<file path="src/rtl/selector_sequencer.sv">
// Sequencer for the K-lane window selector array: walks base+step*stride addresses, captures results.
// Build option SEL_SEQ_CLAMP_EN: lane addresses saturate at SIZE-1 instead of wrapping.
module selector_sequencer #(
    parameter int SIZE   = 16,
    parameter int K      = 4,
    parameter int STEP_W = 8,
    localparam int AW    = $clog2(SIZE)
) (
    input  logic              clk,
    input  logic              rst_n,
    input  logic              start,
    input  logic [AW-1:0]     base_addr,
    input  logic [AW-1:0]     stride,
    input  logic [STEP_W-1:0] num_steps,
    output logic [AW*K-1:0]   N_flat,
    input  logic [K*K-1:0]    sel_result,
    output logic [K*K-1:0]    out_data,
    output logic [STEP_W-1:0] out_step,
    output logic              out_last,
    output logic              out_valid,
    input  logic              out_ready,
    output logic              busy,
    output logic              done
);

    localparam int AW1 = AW + 1;

    typedef enum logic [1:0] {IDLE, RUN, DRAIN, DONE} state_e;

    state_e            state_q, state_d;
    logic [STEP_W-1:0] step_q, step_d;
    logic [STEP_W-1:0] nsteps_q, nsteps_d;
    logic [AW-1:0]     stride_q, stride_d;
    logic [AW-1:0]     base_q, base_d;
    logic [AW*K-1:0]   n_flat_q, n_flat_d;
    logic [K*K-1:0]    data_q, data_d;
    logic [STEP_W-1:0] ostep_q, ostep_d;
    logic              last_q, last_d;
    logic              valid_q, valid_d;

    logic              cap;
    logic              is_last;
    logic [AW-1:0]     nb;

    function automatic logic [AW*K-1:0] lane_addrs(input logic [AW-1:0] b);
        logic [AW*K-1:0] a;
`ifdef SEL_SEQ_CLAMP_EN
        logic [AW:0] s;
`endif
        a = '0;
        for (int i = 0; i < K; i++) begin
`ifdef SEL_SEQ_CLAMP_EN
            s = {1'b0, b} + AW1'(i);
            a[i*AW +: AW] = (s > AW1'(SIZE - 1)) ? AW'(SIZE - 1) : s[AW-1:0];
`else
            a[i*AW +: AW] = b + AW'(i);
`endif
        end
        return a;
    endfunction

    // Running base advances by stride each step, so no multiplier is needed.
    function automatic logic [AW-1:0] next_base(input logic [AW-1:0] b,
                                                input logic [AW-1:0] s);
`ifdef SEL_SEQ_CLAMP_EN
        logic [AW:0] t;
        t = {1'b0, b} + {1'b0, s};
        return (t > AW1'(SIZE - 1)) ? AW'(SIZE - 1) : t[AW-1:0];
`else
        return b + s;
`endif
    endfunction

    assign cap     = !valid_q || out_ready;
    assign is_last = (step_q == nsteps_q - STEP_W'(1));
    assign nb      = next_base(base_q, stride_q);

    always_comb begin
        state_d  = state_q;
        step_d   = step_q;
        nsteps_d = nsteps_q;
        stride_d = stride_q;
        base_d   = base_q;
        n_flat_d = n_flat_q;
        data_d   = data_q;
        ostep_d  = ostep_q;
        last_d   = last_q;
        valid_d  = valid_q;
        if (valid_q && out_ready) valid_d = 1'b0;
        unique case (state_q)
            IDLE: begin
                if (start) begin
                    nsteps_d = num_steps;
                    stride_d = stride;
                    base_d   = base_addr;
                    step_d   = '0;
                    if (num_steps == '0) begin
                        state_d = DONE;
                    end else begin
                        state_d  = RUN;
                        n_flat_d = lane_addrs(base_addr);
                    end
                end
            end
            RUN: begin
                if (cap) begin
                    data_d  = sel_result;
                    ostep_d = step_q;
                    last_d  = is_last;
                    valid_d = 1'b1;
                    if (is_last) begin
                        state_d = DRAIN;
                    end else begin
                        step_d   = step_q + STEP_W'(1);
                        base_d   = nb;
                        n_flat_d = lane_addrs(nb);
                    end
                end
            end
            DRAIN: begin
                if (cap) state_d = DONE;
            end
            DONE: begin
                state_d  = IDLE;
                n_flat_d = '0;
            end
            default: state_d = IDLE;
        endcase
    end

    always_ff @(posedge clk or negedge rst_n) begin
        if (!rst_n) begin
            state_q  <= IDLE;
            step_q   <= '0;
            nsteps_q <= '0;
            stride_q <= '0;
            base_q   <= '0;
            n_flat_q <= '0;
            data_q   <= '0;
            ostep_q  <= '0;
            last_q   <= 1'b0;
            valid_q  <= 1'b0;
        end else begin
            state_q  <= state_d;
            step_q   <= step_d;
            nsteps_q <= nsteps_d;
            stride_q <= stride_d;
            base_q   <= base_d;
            n_flat_q <= n_flat_d;
            data_q   <= data_d;
            ostep_q  <= ostep_d;
            last_q   <= last_d;
            valid_q  <= valid_d;
        end
    end

    assign N_flat    = n_flat_q;
    assign out_data  = data_q;
    assign out_step  = ostep_q;
    assign out_last  = last_q;
    assign out_valid = valid_q;
    assign busy      = (state_q != IDLE);
    assign done      = (state_q == DONE);

endmodule

</file>
<file path="config.mk">
export PLATFORM = sky130hd
export DESIGN_NAME = selector_sequencer
export DESIGN_NICKNAME = d
export VERILOG_FILES = /design/src/rtl/selector_sequencer.sv
export SDC_FILE = /design/constraint.sdc
export NUM_CORES = 1
export LEC_CHECK = 0
export ABC_AREA = 1
export BUFFER_PORTS_ARGS = -buffer_cell sky130_fd_sc_hd__buf_2
export CAP_MARGIN = 10
export CORE_MARGIN = 2
export CORE_UTILIZATION = 55
export CTS_CLUSTER_SIZE = 12
export DETAILED_ROUTE_END_ITERATION = 7
export PLACE_DENSITY = 0.85
export SKIP_LAST_GASP = 1
export SLEW_MARGIN = 20
export SYNTH_ARGS = -nofsm -noshare
export SYNTH_HDL_FRONTEND = slang
export SYNTH_SLANG_ARGS = --single-unit
</file>
<file path="constraint.sdc">
create_clock -name clk -period 7.4 [get_ports clk]
set_clock_uncertainty 0.2 [all_clocks]
set_input_delay 1.48 -clock clk [delete_from_list [all_inputs] [get_ports clk]]
set_output_delay 1.48 -clock clk [all_outputs]
set_load 0.01 [all_outputs]
</file>
==> flow_summary.toml <==
[clock_tree]
ctsHtreeMaxLevel = 3
path_clk_slew_ns = 0.07
clock_path_buffers = 2
cts_root_buf = "clkbuf_8"
cts_resized = 0
clkSinkCount = 66
postCtsHoldBufs = 0
cts_buffers = 9
cts_tree = "yes"
cts_setup_buffers = 0
clock_latency_ns = 0.35

[final_layout]
seqCellArea_um2 = 1652
drive_above_1_share_pct = 28.31
nets = 536
fin_cells = 568
multi_input_area_um2 = 1632
antenna_cells = 0
syn_to_final_growth_pct = 16.90
n_fill_cell = 542

[yosys]
ys.flop_type = "dfrtp_1"
synth_top_family_by_area = "simple AND/OR/NAND/NOR gates"
ys_ff_latch = 66
synth_cell_types = 33
synth-compound-area-share_pct = 4.387
syn-instance-count = 411
synthMuxAreaShare_pct = 6.419
netlist_area_um2 = 3508
synth-edff-count = 0
synth_xor_area_share_pct = 2.996
ys_seq_area_share_pct = 47.08
yosysMostFrequentCell = "nand2_1"
yosysWarnings = 0
async_flop_share_pct = 100.0
ys_top_cells_by_area = "dfrtp_1, nand2_1, mux2_2, nand3_1, ha_1"
syn_area_per_cell_um2 = 8.536
synth_common_cells = "nand2_1, dfrtp_1, nand3_1, nor2_1, inv_1"
yosysTopAreaCell = "dfrtp_1"
synth_top_area_share_pct = 47.08
yosys.area_share.adder_pct = 5.207
yosys.area_share.simple_pct = 27.43
synth_nets = 461

[timing]
period_needed_ns = 3.073
fmax_mhz = 325.4
worst_pin_slew_ns = 0.9129
holdWs_ns = 0.2683
maxSlewViolCount = 0
finalCritPeriodShare_pct = 41.53
setup-tns-final_ns = 0
hold_viol_final = 0
grt_setup_unrepaired = "false"
slew_headroom_pct = 38.81
setup_viol = 0

[power]
p_leak_nw = 2.203
cellPowerDensity_nw_per_um2 = 440.0
ir_worst_vdd_mv = 0.2941

[drt]
wl_per_cell_um = 12.89
ant_nets = 0
num_vias = 2943
drt_iter0_drc = 200
dr.pass1.iters = 4
wl_mm = 7.319
drt_drc_violations_left = 0
via_per_inst = 5.181

[placed_design]
placed_cells = 552
io_buffers = 79
dp_hpwl_mm = 5.448
gp_congestion = 0.8280

[worst_hold_path]
min-delay-start = "N_flat[7]$_DFFE_PN0P_"
min_path_cells = 2
hp-class = "flip-flop to flip-flop"
hold-path-endpoint = "N_flat[7]$_DFFE_PN0P_"

[global_routing]
top_usage_layer = "met2"
grt_first_pass_wirelength_mm = 13.10
grt_usage_pct = 23.35
grtUsageMet1_pct = 29.14
grt_max_degree = 67
grt_use_met2_pct = 39.56
grt_pass1_vias = 2932
grt_overflow = 0
grt_antenna_before_repair = 0
use_met3_pct = 5.935

[critical_path]
r2r_start = "state_q[1]$_DFFE_PN0P_"
critPathKind = "flip-flop to output pin"
reg2regPathDepth = 12
cp-start-kind = "flip-flop"
r2r_slack_ns = 4.46
required_ns = 5.72
r2r-end = "N_flat[15]$_DFFE_PN0P_"
end_kind = "output pin"
arrival_ns = 1.39
cp_max_fo = 6

[run_status]
status = "complete, no violations"

[die]
start_util_pct = 56.21
dieWidth_um = 83.87
num_rows = 29
die_area_um2 = 7033
ios = 80
core_area_um2 = 6241
fp.dieH_um = 83.87

[job]
drv_cap = 0
registers in the layout, indices dropped and copies added, names as in the netlist:
signal and flops:
out_data 16, out_last 1, out_valid 1, out_step 8
state_q 2, stride_q 4, base_q 4, nsteps_q 8
N_flat 14, step_q 8
layer usage:
metal	part of all wire (%)	vias up
met5	0	-
met4	0.89	0
met3	6.3	7
met2	50	80
met1	43	1389
li1	-	1467
metrics by stage:
stage | worst slack [ns] | area, um^2 | utilization [%] | total power [mW]
final | 4.327 | 4101 | 65.72 | 1.804
after global routing | 4.153 | 4101 | 65.72 | 1.988
after CTS | 4.308 | 4099 | 65.68 | 1.822
after detailed placement | 4.043 | 3919 | 62.79 | 1.543
after global placement | 4.093 | 3919 | 62.79 | 1.504
after floorplan | 4.569 | 3508 | - | 1.305
where the power goes:
group / leakage (nW) / total, mW / switching, mW / internal [mW]
Clock: 0.0882 / 0.274 / 0.143 / 0.130
Sequential: 0.815 / 0.604 / 0.0938 / 0.510
Combinational: 1.30 / 0.927 / 0.551 / 0.376
final cells by class:
cell class / count / share of cell area, %
clock buffer: 10 / 3.356
clock inverter: 6 / 1.037
inverter: 35 / 3.203
multi-input combinational: 293 / 39.78
sequential: 66 / 40.27
tap: 77 / 2.349
timing repair buffer: 81 / 10.01
worst max path at each step:
stage | slack (ns) | depth (start not counted) | from | end
2_1_floorplan | 4.57 | 9 | base_addr[1] | N_flat[15]$_DFFE_PN0P_
3_3_place_gp | 4.09 | 5 | out_ready | out_data[2]$_DFFE_PN0P_
3_5_place_dp | 4.04 | 5 | out_ready | out_data[3]$_DFFE_PN0P_
4_1_cts | 4.31 | 4 | state_q[0]$_DFFE_PN0P_ | busy
5_1_grt | 4.15 | 12 | state_q[1]$_DFFE_PN0P_ | N_flat[15]$_DFFE_PN0P_
6_report | 4.33 | 4 | state_q[0]$_DFFE_PN0P_ | busy
layout by cell type (no fill, tap or decap):
master | synthesis | routed
a21oi_1 | 12 | 12
a22oi_1 | 1 | 1
a31oi_1 | 1 | 1
buf_2 | 5 | 79
buf_4 | 2 | 2
clkbuf_8 | 0 | 10
clkinv_2 | 0 | 2
clkinv_4 | 0 | 2
clkinvlp_4 | 0 | 2
dfrtp_1 | 66 | 66
fa_1 | 1 | 1
ha_1 | 13 | 13
inv_1 | 33 | 33
inv_2 | 2 | 2
mux2_2 | 20 | 20
nand2_1 | 114 | 113
nand2_2 | 11 | 12
nand2_4 | 1 | 1
nand3_1 | 40 | 40
nand3_4 | 1 | 1
nand3b_1 | 2 | 2
nand4_1 | 5 | 5
nor2_1 | 35 | 35
nor2_2 | 3 | 3
nor3_1 | 1 | 1
nor3_2 | 1 | 1
nor4_1 | 3 | 3
o21ai_0 | 11 | 11
o21ai_1 | 2 | 2
o21ai_2 | 1 | 1
o22ai_1 | 1 | 1
or2_2 | 1 | 1
xnor2_1 | 3 | 3
xor2_1 | 9 | 9
critical path, cell delays in order, from the launching register on:
cell and delay, ns:
dfrtp_1 0.40, inv_1 0.08, ha_1 0.25, inv_1 0.16, buf_2 0.16
cell families after synthesis:
logic type      count (synthesis)
compound gates                 29
xor+xnor                       12
buf+inv                        52
simple gates                  218
flops                          66
mux                            20
fa+ha+maj                      14
No activity file was read; power rests on OpenSTA's default activity.
